--- src/rtl/alkloop.sv ---
// ALK multiply/divide step-loop controller: sequences MUL/DIV/DIVDBL/REM iterations and owns
// the LOOPF/ALUSO flags. Optional abort input enabled by defining ALKLOOP_ABORT_EN.
module alkloop #(
    parameter int unsigned CNT_W     = 6,
    parameter int unsigned MAX_STEPS = 32
) (
    input  logic             clk_h,
    input  logic             reset_h,
    input  logic             ustep_en_h,
    input  logic             loop_start_h,
    input  logic [CNT_W-1:0] loop_cnt_ld_h,
    input  logic             alpctl_mul_l,
    input  logic             alpctl_div_l,
    input  logic             alpctl_divdbl_l,
    input  logic             alpctl_rem_l,
    input  logic             alu_sout_shl_h,
    input  logic             q_sout_shr_h,
    input  logic             c32_out_h,
`ifdef ALKLOOP_ABORT_EN
    input  logic             loop_abort_h,
`endif
    output logic             loopf_h,
    output logic             aluso_h,
    output logic             loop_busy_h,
    output logic             loop_last_h,
    output logic             loop_done_h
);

    typedef enum logic [1:0] {StIdle, StRun, StFix, StDone} state_e;
    typedef enum logic [2:0] {ModeNone, ModeShift, ModeMul, ModeDiv, ModeDivDbl, ModeRem} mode_e;

    localparam logic [CNT_W-1:0] MaxLd = CNT_W'(MAX_STEPS);
    localparam logic [CNT_W-1:0] One   = CNT_W'(1);

    state_e           state_q, state_d;
    mode_e            mode_q, mode_d, start_mode;
    logic [CNT_W-1:0] cnt_q, cnt_d, ld_clamped;
    logic             loopf_q, loopf_d;
    logic             aluso_q, aluso_d;
    logic             busy_q, busy_d;
    logic             last_q, last_d;
    logic             done_q, done_d;
    logic             abort_req;

`ifdef ALKLOOP_ABORT_EN
    assign abort_req = loop_abort_h;
`else
    assign abort_req = 1'b0;
`endif

    assign ld_clamped = (loop_cnt_ld_h > MaxLd) ? MaxLd : loop_cnt_ld_h;

    always_comb begin
        start_mode = ModeShift;
        if (!alpctl_mul_l) begin
            start_mode = ModeMul;
        end else if (!alpctl_div_l) begin
            start_mode = ModeDiv;
        end else if (!alpctl_divdbl_l) begin
            start_mode = ModeDivDbl;
        end else if (!alpctl_rem_l) begin
            start_mode = ModeRem;
        end
    end

    always_comb begin
        state_d = state_q;
        mode_d  = mode_q;
        cnt_d   = cnt_q;
        loopf_d = loopf_q;
        aluso_d = aluso_q;
        if (ustep_en_h) begin
            unique case (state_q)
                StIdle: begin
                    if (loop_start_h) begin
                        mode_d  = start_mode;
                        cnt_d   = ld_clamped;
                        aluso_d = 1'b0;
                        loopf_d = (start_mode == ModeMul) ? q_sout_shr_h : 1'b0;
                        state_d = (ld_clamped == '0) ? StDone : StRun;
                    end
                end
                StRun: begin
                    if (abort_req) begin
                        state_d = StIdle;
                        cnt_d   = '0;
                        loopf_d = 1'b0;
                        aluso_d = 1'b0;
                    end else begin
                        if (cnt_q != '0) begin
                            cnt_d = cnt_q - One;
                        end
                        aluso_d = alu_sout_shl_h;
                        unique case (mode_q)
                            ModeMul:                       loopf_d = q_sout_shr_h;
                            ModeDiv, ModeDivDbl, ModeRem:  loopf_d = c32_out_h;
                            default:                       loopf_d = 1'b0;
                        endcase
                        // cnt==0 here is unreachable; treated like the final step so it can't stick
                        if (cnt_q <= One) begin
                            state_d = (mode_q == ModeDivDbl || mode_q == ModeRem) ? StFix : StDone;
                        end
                    end
                end
                StFix: begin
                    if (abort_req) begin
                        state_d = StIdle;
                        cnt_d   = '0;
                        loopf_d = 1'b0;
                        aluso_d = 1'b0;
                    end else begin
                        loopf_d = c32_out_h;
                        state_d = StDone;
                    end
                end
                StDone: state_d = StIdle;
                default: state_d = StIdle;
            endcase
        end
        busy_d = (state_d == StRun) || (state_d == StFix);
        last_d = (state_d == StRun) && (cnt_d == One);
        done_d = (state_d == StDone);
    end

    always_ff @(posedge clk_h) begin
        if (reset_h) begin
            state_q <= StIdle;
            mode_q  <= ModeNone;
            cnt_q   <= '0;
            loopf_q <= 1'b0;
            aluso_q <= 1'b0;
            busy_q  <= 1'b0;
            last_q  <= 1'b0;
            done_q  <= 1'b0;
        end else begin
            state_q <= state_d;
            mode_q  <= mode_d;
            cnt_q   <= cnt_d;
            loopf_q <= loopf_d;
            aluso_q <= aluso_d;
            busy_q  <= busy_d;
            last_q  <= last_d;
            done_q  <= done_d;
        end
    end

    assign loopf_h     = loopf_q;
    assign aluso_h     = aluso_q;
    assign loop_busy_h = busy_q;
    assign loop_last_h = last_q;
    assign loop_done_h = done_q;

endmodule

--- config.mk ---
export PLATFORM = sky130hd
export DESIGN_NAME = alkloop
export DESIGN_NICKNAME = d
export VERILOG_FILES = /design/src/rtl/alkloop.sv
export SDC_FILE = /design/constraint.sdc
export NUM_CORES = 1
export LEC_CHECK = 0
export ABC_AREA = 1
export BUFFER_PORTS_ARGS = -buffer_cell sky130_fd_sc_hd__buf_2
export CELL_PAD_IN_SITES_DETAIL_PLACEMENT = 1
export CELL_PAD_IN_SITES_GLOBAL_PLACEMENT = 2
export CORE_MARGIN = 4
export CORE_UTILIZATION = 28
export CTS_CLUSTER_DIAMETER = 50
export DETAILED_ROUTE_END_ITERATION = 8
export PLACE_DENSITY_LB_ADDON = 0.1
export SLEW_MARGIN = 20
export SYNTH_ARGS = -nofsm -noshare
export SYNTH_HDL_FRONTEND = slang
export SYNTH_SLANG_ARGS = --single-unit
--- constraint.sdc ---
create_clock -name clk_h -period 2.3 [get_ports clk_h]
set_clock_uncertainty 0.2 [all_clocks]
set_input_delay 0.46 -clock clk_h [delete_from_list [all_inputs] [get_ports clk_h]]
set_output_delay 0.46 -clock clk_h [all_outputs]
set_load 0.05 [all_outputs]
After elaboration in Yosys (flattened, before gate mapping)
Cells that the tools add are included.
Word-level totals
  flip-flop bits (word level): 16
  input bits: 17
  output and inout bits: 5
  logic and storage cells: 57
Cells by class
  add/subtract/negate cells: 1
  order comparisons: 2
  equal/unequal tests: 13
  multiplexer cells: 21
  reduce and logical (&&, ||, !) cells: 12
Operators with widths (count)
  2-to-1 mux 6 bit: 4
  2-to-1 mux 3 bit: 4
  one-hot mux 6 bit (2 select lines): 1
  equality test 3 x 2 -> 1 bit, second input constant: 3
  AND reduction 3 bit: 3
  equality test 2 bit, second input constant: 4
  2-to-1 mux 2 bit: 4
  one-hot mux 2 bit (4 select lines): 1
  equality test 3 bit, second input constant: 2
  equality test 6 x 1 -> 1 bit, second input constant: 1
  > comparator 6 bit, second input constant: 1
  less-or-equal comparator 6 x 1 -> 1 bit, second input constant: 1
  zero test 6 bit: 1
  nonzero test 6 bit: 1
  subtractor 6 x 1 -> 6 bit, second input constant: 1
  equality test 2 x 1 -> 1 bit, second input constant: 2
  2-to-1 mux 1 bit: 4
  one-hot mux 1 bit (2 select lines): 2
  one-hot mux 1 bit (3 select lines): 1
  nonzero test 3 bit: 1
  OR reduction 3 bit: 1
  zero test 2 bit: 1
  logical OR 1 bit: 2
  inequality test 2 bit, second input constant: 1
  other kinds (2): 2

Depth between registers and ports, before layout
Gate-level depths: netlist (run 1).
  depth after elaboration: 9
  gate-level depth with buffers: 14
  mapped depth without buffers: 14

Worst setup path before layout (run 1)
No wires, ideal clock.
  kind: flip-flop to flip-flop
  start: reg state_q[0]
  end: reg last_q, in the netlist loop_last_h
  library setup time: 0.062 ns
  arrival: 1.690 ns
  path slack: 0.348 ns
  cell stages (with the launch flop): 15
  path through: dfxtp_1 > inv_1 > ha_1 > inv_2 > nor2_2 > nor2_1 > nor2_1 > a31oi_1 > nand2_1 > inv_1 > ha_1 > nand2_1 > nor2_1 > nand2_1 > nor2_2
On the way
  longest elaborated chain between the ends: 5
RTL lines
  start: declaration: RTL line 35  | state_e state_q, state_d;
  start signal: assignment: RTL line 127  | state_q <= StIdle;
  start signal: assignment: RTL line 136  | state_q <= state_d;
  equality test 2 bit, or another cell as far along: RTL line 73  | unique case (state_q)
  one-hot mux 2 bit (4 select lines) (*): RTL line 73
  2-to-1 mux 2 bit (*): RTL line 72  | if (ustep_en_h) begin
  via state_d[1]: RTL line 35
  equality test 2 x 1 -> 1 bit (*): RTL line 121  | last_d = (state_d == StRun) && (cnt_d == One);
  logical AND 1 bit (*): RTL line 121
  end signal: assignment: RTL line 142  | last_q <= last_d;
  end: declaration: RTL line 41  | logic last_q, last_d;
Mark *: on every way through the listed nets, which the timed path passes. The rest lies on a longest branch.
A chain may end at the register's enable or synchronous reset.

Worst setup path after layout (run 1)
  start: reg state_q[1]
  end: reg last_q, in the netlist loop_last_h
On the way
  longest elaborated chain between the ends: 5
RTL lines (RTL line)
  equality test 2 bit, or another cell as far along: 73
  one-hot mux 2 bit (4 select lines): 73
  2-to-1 mux 2 bit (*): 72
  via state_d[1]: 35
  equality test 2 x 1 -> 1 bit (*): 121
  logical AND 1 bit (*): 121
Marked as above.

==> results.py, run 1 <==
metrics = {
    "status": {
        "status": "completed",
    },
    "worst_setup_path": {
        "crit_arrival_ns": 2.05,
        "critical_path_required_ns": 2.29,
        "r2r-end": "loop_last_h",
        "worst-path-max-fanout": 4,
        "worstSetupPathType": "flop to flop",
        "start_kind": "flop",
        "endpoint_kind": "flop",
        "r2r-start": "state_q[1]",
        "reg2regPathDepth": 14,
        "r2r_slack_ns": 0.24,
    },
    "final_layout": {
        "layout.cells.non_filler": 248,
        "multi_input_area_um2": 670.6,
        "final_core_util_pct": 36.40,
        "final_nets": 227,
        "final-seq-area_um2": 326.6,
        "fin_area_um2": 1343,
        "diodes": 0,
        "syn_to_final_growth_pct": 24.05,
        "fillCellCount": 497,
        "drive_gt1_share_pct": 25.00,
    },
    "synth": {
        "yosysWarnings": 0,
        "syn_area_um2": 1082,
        "ys_seq_elements": 16,
        "syn_area_per_cell_um2": 6.256,
        "syn-num-nets": 198,
        "synth_cell_types": 25,
        "synthCells": 173,
        "yosysSeqAreaShare_pct": 29.60,
    },
    "power_and_ir_drop": {
        "power_density_nw_per_um2": 567.9,
        "netSwitchingFraction_pct": 34.74,
        "vdd_drop_max_uv": 314.6,
        "intPower_uw": 497.6,
        "p_sw_uw": 264.9,
        "p_clk_share_pct": 27.1,
        "pwr-share-comb_pct": 32.2,
        "p_seq_share_pct": 40.7,
        "leakage_uw": 0.0006588,
    },
    "die": {
        "start_util_pct": 29.34,
        "rows": 22,
        "dieArea_um2": 4924,
        "chipWidth_um": 70.17,
        "io_pins": 22,
        "fp.dieH_um": 70.17,
        "core_um2": 3689,
    },
    "timing": {
        "min_period_ns": 2.060,
        "fmax_mhz": 485.5,
        "rsz0062_at_grt": "no",
        "setup_ws_ns": 0.2404,
        "worstMarginPinSlew_ns": 0.3094,
        "hold_viol": 0,
        "relSlewSlack_pct": 79.18,
        "setup-violations-final": 0,
        "fin_crit_sh_pct": 89.55,
        "fin_hold_ws_ns": 0.2638,
        "final_max_slew_viol_count": 0,
    },
    "place": {
        "port_buffers": 21,
        "finalWeightedCongestion": 0.8621,
        "dp_cells": 244,
        "place_ws_ns": -0.02708,
        "place_hpwl_um": 2707,
        "placed_area_um2": 1266,
    },
    "clock_network": {
        "path_clk_slew_ns": 0.06,
        "clock_latency_ns": 0.25,
        "hold_buffers": 0,
        "cts_sinks": 16,
        "htreeDepth": 1,
        "cts_made_buffers": 3,
        "cts_tree": "yes",
        "clockBufferDepth": 2,
        "cts_root_buf": "clkbuf_8",
    },
    "route": {
        "ant_nets": 0,
        "via_count": 1153,
        "via_per_inst": 4.649,
        "wire_per_inst_um": 13.16,
        "wirelength_um": 3264,
        "first_pass_iters": 4,
        "route.detailed.drc": 0,
        "initialDrtViolationCount": 54,
    },
    "global_routing": {
        "grt_max_degree": 16,
        "grt_overflow_total": 0,
        "antenna_found_initial": 0,
        "gr-usage-all-layers_pct": 14.24,
        "grt_pass1_vias": 1225,
        "grt_first_pass_wirelength_um": 5644,
    },
    "min_path": {
        "min_path_type": "flop to flop",
        "holdCritStartpoint": "aluso_h",
        "hold_path_depth": 2,
        "hold_end": "aluso_h",
    },
    "job": {
        "max_cap_violations": 0,
    },
}
## synth_stat cells
cell | count | area [µm²]
a21oi_1 | 12 | 60.06
nor2_4 | 1 | 11.26
nand3b_1 | 1 | 7.510
nand3_1 | 7 | 35.03
clkbuf_1 | 1 | 3.750
nor2_1 | 21 | 78.83
a211oi_1 | 2 | 15.01
ha_1 | 8 | 100.1
nand2_1 | 49 | 183.9
inv_1 | 23 | 86.33
dfxtp_1 | 16 | 320.3
o21ai_2 | 1 | 8.760
o21bai_1 | 1 | 7.510
nor2_2 | 4 | 25.02
nor3_1 | 1 | 5.000
o211ai_1 | 1 | 7.510
o21ai_1 | 7 | 35.03
nand3_2 | 1 | 10.01
nor4_1 | 1 | 6.260
or2_1 | 1 | 6.260
inv_2 | 6 | 22.52
o21ai_0 | 3 | 15.01
a31oi_1 | 1 | 6.260
nand2_2 | 3 | 18.77
nand4_1 | 1 | 6.260
## final cells by class
cell class / instances / area share [%]
Sequential cell: 16 / 24.32
Tap cell: 48 / 4.473
Multi-Input combinational cell: 127 / 49.95
Inverter: 29 / 8.108
Clock buffer: 3 / 3.075
Timing Repair Buffer: 25 / 10.07
## layer usage
layer	vias up	track usage [%]	routed length [µm]
met5	-	0	0
met4	0	4.681	17
met3	2	1.583	80
met2	13	23.50	1554
met1	539	19.20	1613
li1	599	-	-
## what timing repair did
| item | in CTS | in global routing |
|---|---|---|
| pin swaps | 0 | 1 |
| buffers inserted | 0 | 1 |
| resized for setup | 1 | 8 |
| endpoints found under the setup margin | 1 | 2 |
## logic make-up (layout without fill, tap and decap cells)
family / after synthesis / count (layout) / share of synthesized area [%]
simple gates: 91 / 91 / 36.42
buf+inv: 30 / 57 / 10.40
compound gates: 28 / 28 / 14.34
flops: 16 / 16 / 29.60
fa+ha+maj: 8 / 8 / 9.249
## worst max path at each step
stage,startpoint,slack (ns),cells after the start,end
2_1_floorplan,state_q[0],0.35,14,loop_last_h
3_3_place_gp,state_q[0],0.001,14,loop_last_h
3_5_place_dp,state_q[0],-0.03,14,loop_last_h
4_1_cts,state_q[0],0.04,14,loop_last_h
5_1_grt,state_q[1],0.004,14,loop_last_h
6_report,state_q[1],0.24,14,loop_last_h
## per-stage QoR
stage               power (µW)  setup TNS [ns]
finish                   762.4               0
global route             826.5               0
CTS                      770.9               0
detailed placement       555.3        -0.02708
global placement         550.5               0
floorplan                476.9               0
## critical path: stages, from the launching register on
cell and delay, ns:
dfxtp_2 0.35, inv_1 0.08, ha_1 0.22, inv_2 0.11, nor2_4 0.07, nor2_4 0.12
nor2_1 0.07, a31oi_2 0.17, nand2_1 0.11, inv_1 0.07, ha_1 0.14, nand2_1 0.06
nor2_1 0.10, nand2_1 0.07, nor2_2 0.07
## state kept, by name (all words and copies together), names as in the netlist
name and count:
loop_busy_h 1, loopf_h 1, cnt_q 6, mode_q 3, aluso_h 1, loop_done_h 1
state_q 2, loop_last_h 1
## cells in the final DEF, fill, tap and decap left out, drive strengths merged, types with 2 or more instances in the layout
cell type / instances
buf: 25
nand2: 52
a21oi: 12
dfxtp: 16
ha: 8
a211oi: 2
clkbuf: 3
inv: 29
o21ai: 11
nor2: 26
nand3: 8
## power groups by stage
stage | Clock, µW | Combinational (µW) | Sequential (µW)
4_1_cts | 220 | 241 | 310
5_1_grt | 232 | 280 | 314
6_report | 206 | 246 | 310
3_3_place_gp | 0 | 235 | 315
3_5_place_dp | 0 | 239 | 316
2_1_floorplan | 0 | 149 | 328
Power figures use the tool's default switching activity.
==> run 2, diff against run 1 <==
- RECOVER_POWER: unset -> 50
==> run 2 against run 1 <==
  * First-iteration DRC count is 5.6% lower
  * Sequential share of layout area is 0.11 points higher
  * Global-route usage stayed put
  * Flip-flop and latch count stayed put
  * Critical path depth is 2 lower
  * Sequential power hardly changed
  * Critical path type unchanged
  * Highest routed layer unchanged
==> results.py, run 2 (synthesized netlist as in run 1, its figures left out) <==
metrics = {
    "clock_network": {
        "cts_tree": "yes",
        "clockBufferDepth": 2,
        "cts_root_buf": "clkbuf_8",
        "clock_latency_ns": 0.25,
        "cts_sinks": 16,
        "path_clk_slew_ns": 0.06,
        "cts_made_buffers": 3,
        "htreeDepth": 1,
    },
    "job": {
        "max_cap_violations": 0,
    },
    "power_and_ir_drop": {
        "power_density_nw_per_um2": 568.8,
        "leakage_uw": 0.0006377,
        "vdd_drop_max_uv": 314.4,
        "totalPowerFinal_uw": 760.0,
    },
    "timing": {
        "fmax_mhz": 487.5,
        "setup_ws_ns": 0.2486,
        "setup-violations-final": 0,
        "rsz0062_at_grt": "no",
        "hold_viol": 0,
        "fin_tns_setup_ns": 0,
        "final_max_slew_viol_count": 0,
        "min_period_ns": 2.051,
        "worstMarginPinSlew_ns": 0.5948,
        "fin_crit_sh_pct": 89.19,
        "relSlewSlack_pct": 60.52,
    },
    "worst_setup_path": {
        "start_kind": "flop",
        "critical_path_required_ns": 2.25,
        "worstPathCellList": "inv_1 > ha_1 > inv_2 > nor2_4 > nor2_4 > o21ai_0 > inv_1 > ha_1 > nand2_1 > nor2_1 > nand2_1 > nor2_2",
        "slowest_stage": "dfxtp_2",
        "endpoint_kind": "flop",
        "critical-path-top-delay-family": "simple AND/OR/NAND/NOR gates",
        "worstSetupPathType": "flop to flop",
        "crit_arrival_ns": 2.00,
        "crit_buf_inv": 3,
        "r2r_slack_ns": 0.25,
        "slowest_delay_ns": 0.33,
        "worst-path-max-fanout": 4,
    },
    "route": {
        "wirelength_um": 3251,
        "initialDrtViolationCount": 51,
        "wire_per_inst_um": 13.11,
        "via_per_inst": 4.637,
        "ant_nets": 0,
        "via_count": 1150,
        "first_pass_iters": 4,
        "route.detailed.drc": 0,
    },
    "final_layout": {
        "syn_to_final_growth_pct": 23.47,
        "layout.cells.non_filler": 248,
        "final-seq-area_um2": 326.6,
        "layout_common_cells": "nand2_1, inv_1, nor2_1",
        "multi_input_area_um2": 670.6,
        "drive_gt1_share_pct": 22.50,
        "top_regs": "cnt_q (6), mode_q (3), state_q (2)",
        "fin_area_um2": 1336,
        "final_nets": 227,
        "fillCellCount": 499,
        "largest_register_ff_count": 6,
        "diodes": 0,
        "final_common_cell": "nand2_1",
        "regMostFlops": "cnt_q",
    },
    "global_routing": {
        "grt_pass1_vias": 1225,
        "grt_overflow_total": 0,
        "antenna_found_initial": 0,
        "gr-usage-all-layers_pct": 14.24,
        "grt_first_pass_wirelength_um": 5644,
        "grt_max_degree": 16,
    },
    "place": {
        "place_ws_ns": -0.02708,
        "placed_area_um2": 1266,
        "finalWeightedCongestion": 0.8621,
        "place_hpwl_um": 2707,
        "dp_cells": 244,
        "port_buffers": 21,
    },
    "die": {
        "start_util_pct": 29.34,
        "rows": 22,
        "dieArea_um2": 4924,
        "chipWidth_um": 70.17,
        "fp.dieH_um": 70.17,
        "core_um2": 3689,
        "io_pins": 22,
    },
    "min_path": {
        "min_path_type": "flop to flop",
    },
    "status": {
        "status": "completed",
    },
}
run 2: repair_timing:
item / CTS / global route
pin swaps: 0 / 1
hold buffers: 0 / 0
resized for setup: 1 / 8
buffers inserted: 0 / 1
endpoints found under the setup margin: 1 / 2
run 2: final cells by class:
cell class,count,area share [%]
inverter,29,8.146
multi-input combinational,127,50.19
clock buffer,3,3.090
tap,48,4.494
timing repair buffer,25,9.644
sequential,16,24.44
run 2: tightest hold or removal path, stage by stage (launching register included):
cell and delay (ns):
dfxtp_1 0.31, nand2_1 0.06, a21oi_1 0.05
run 2: worst paths after layout:
path | to | from | cells after the start
worst min-delay path | aluso_h | aluso_h | 2
worst min register to register | aluso_h | aluso_h | 2
worst max register to register | loop_last_h | state_q[1] | 12
worst max-delay path | loop_last_h | state_q[1] | 12
run 2: stage by stage:
| stage | hold WS, ns | util, % |
|---|---|---|
| 5_1_grt | 0.2973 | 36.23 |
| 6_report | 0.2612 | 36.23 |
| 2_1_floorplan | 0.2440 | - |
| 3_5_place_dp | 0.2535 | 34.33 |
| 4_1_cts | 0.2635 | 35.52 |
| 3_3_place_gp | 0.2485 | 34.33 |
run 2: layer usage:
layer | up-vias | wire [µm] | track usage [%]
li1 | 600 | - | -
met1 | 535 | 1603 | 19.20
met2 | 13 | 1552 | 23.50
met3 | 2 | 79 | 1.583
met4 | 0 | 17 | 4.681
met5 | - | 0 | 0
run 2: power breakdown:
part           switching (µW)  leakage (µW)  total (µW)  internal, µW
clock network            90.0     0.0000216         206           116
logic                     159      0.000484         244          84.8
registers                15.1      0.000132         310           295
total                     264      0.000638         760           496
==> run 3, diff against run 2 <==
- REMOVE_ABC_BUFFERS: unset -> 1
==> run 3 against run 2 <==
  * Total power grew 1.3%
  * Count of clock-buffer cells in the layout is the same
  * Fmax shrank 0.56%
  * Worst hold slack gained 0.0020 ns
==> results.py, run 3 (synthesized netlist as in run 1, its figures left out) <==
metrics = {
    "global_routing": {
        "grt_overflow_total": 0,
        "grt_max_degree": 16,
        "grt_pass1_vias": 1192,
        "gr-usage-all-layers_pct": 14.14,
        "grt_first_pass_wirelength_um": 5568,
        "antenna_found_initial": 0,
    },
    "final_layout": {
        "syn_to_final_growth_pct": 24.16,
        "final_common_cell": "nand2_1",
        "fin_area_um2": 1344,
        "multi_input_area_um2": 663.1,
        "drive_gt1_share_pct": 22.77,
        "largest_register_ff_count": 6,
        "final_nets": 229,
        "top_regs": "cnt_q (6), mode_q (3), state_q (2)",
        "layout.cells.non_filler": 250,
        "regMostFlops": "cnt_q",
        "layout_common_cells": "nand2_1, inv_1, nor2_1",
        "diodes": 0,
        "fillCellCount": 520,
        "final-seq-area_um2": 326.6,
    },
    "job": {
        "max_cap_violations": 0,
    },
    "timing": {
        "fin_crit_sh_pct": 89.69,
        "setup-violations-final": 0,
        "fmax_mhz": 484.7,
        "setup_ws_ns": 0.2370,
        "worstMarginPinSlew_ns": 0.6055,
        "relSlewSlack_pct": 59.81,
        "final_max_slew_viol_count": 0,
        "rsz0062_at_grt": "no",
        "min_period_ns": 2.063,
        "hold_viol": 0,
    },
    "die": {
        "fp.dieH_um": 70.17,
        "dieArea_um2": 4924,
        "io_pins": 22,
        "start_util_pct": 29.34,
        "chipWidth_um": 70.17,
        "core_um2": 3689,
        "rows": 22,
    },
    "route": {
        "ant_nets": 0,
        "met2_length_um": 1444,
        "top_layer": "met4",
        "wire_per_inst_um": 13.04,
        "first_pass_iters": 4,
        "via_count": 1136,
        "via_per_inst": 4.544,
        "wl_met3_um": 111,
        "wirelength_um": 3261,
        "route.detailed.drc": 0,
        "wirelength_met1_um": 1681,
        "initialDrtViolationCount": 29,
    },
    "worst_setup_path": {
        "start_kind": "flop",
        "critical_path_required_ns": 2.24,
        "endpoint_kind": "flop",
        "worstSetupPathType": "flop to flop",
        "crit_arrival_ns": 2.01,
        "worst-path-max-fanout": 4,
    },
    "clock_network": {
        "hold_buffers": 0,
        "cts_tree": "yes",
        "htreeDepth": 1,
        "clock_latency_ns": 0.25,
        "path_clk_slew_ns": 0.06,
        "cts_root_buf": "clkbuf_8",
        "cts_sinks": 16,
        "clockBufferDepth": 2,
        "cts_made_buffers": 3,
    },
    "min_path": {
        "min_path_type": "flop to flop",
    },
    "status": {
        "status": "completed",
    },
    "place": {
        "dp_cells": 244,
        "placed_area_um2": 1266,
        "place_hpwl_um": 2658,
        "place_ws_ns": -0.02059,
        "finalWeightedCongestion": 0.8634,
        "port_buffers": 21,
    },
    "power_and_ir_drop": {
        "totalPowerFinal_uw": 769.8,
        "vdd_drop_max_uv": 271.8,
        "leakage_uw": 0.0006462,
        "power_density_nw_per_um2": 572.9,
    },
}
[run 3: cell count changes in the layout (fill, tap and decap cells not counted)]
cell / change
buf_4: +2
o21ai_1: +1
o21ai_0: -1
nor2_4: -1
nor2_1: +1
[run 3: final timing paths]
| path | from | endpoint | slack, ns | depth (start not counted) |
|---|---|---|---|---|
| max | state_q[1] | loop_last_h | 0.24 | 13 |
| min | aluso_h | aluso_h | 0.26 | 2 |
| max reg2reg | state_q[1] | loop_last_h | 0.24 | 13 |
| min reg2reg | aluso_h | aluso_h | 0.26 | 2 |
[run 3: per-layer routing]
layer,GRT usage (%),up-vias
li1,-,599
met1,19.78,522
met2,21.62,13
met3,2.878,2
met4,4.468,0
met5,0,-
[run 3: cell type report]
type	count	share of cell area, %
inverters	29	8.101
repair buffers	27	10.71
clock buffers	3	3.073
flip-flops and latches	16	24.30
multi-input cells	127	49.35
well taps	48	4.469
[run 3: power breakdown]
| part | leakage, µW | total (µW) | switching [µW] | internal (µW) |
|---|---|---|---|---|
| registers | 0.000132 | 311 | 16.1 | 295 |
| logic | 0.000493 | 247 | 158 | 88.8 |
| clock network | 0.0000216 | 212 | 95.9 | 116 |
| total | 0.000646 | 770 | 270 | 500 |
[run 3: through the flow]
step	utilization [%]	hold WS, ns	TNS [ns]
2_1_floorplan	-	0.2440	0
3_3_place_gp	34.33	0.2512	-0.005914
3_5_place_dp	34.33	0.2568	-0.02059
4_1_cts	35.52	0.2669	0
5_1_grt	36.43	0.2866	0
6_report	36.43	0.2631	0
[run 3: repair_timing]
action	in CTS	in global routing
endpoints found under the setup margin	1	2
pin swaps	0	2
resized for setup	1	8
setup buffers	0	3
[run 3: worst max-delay path: stages (launching register included)]
cell and delay, ns:
dfxtp_2 0.34, inv_1 0.10, ha_1 0.22, inv_2 0.08, nor2_4 0.15, nor2_4 0.06, buf_4 0.14, o21ai_1 0.16
inv_1 0.09, ha_1 0.20, nand2_1 0.07, nor2_1 0.04, nand2_1 0.08, nor2_2 0.04
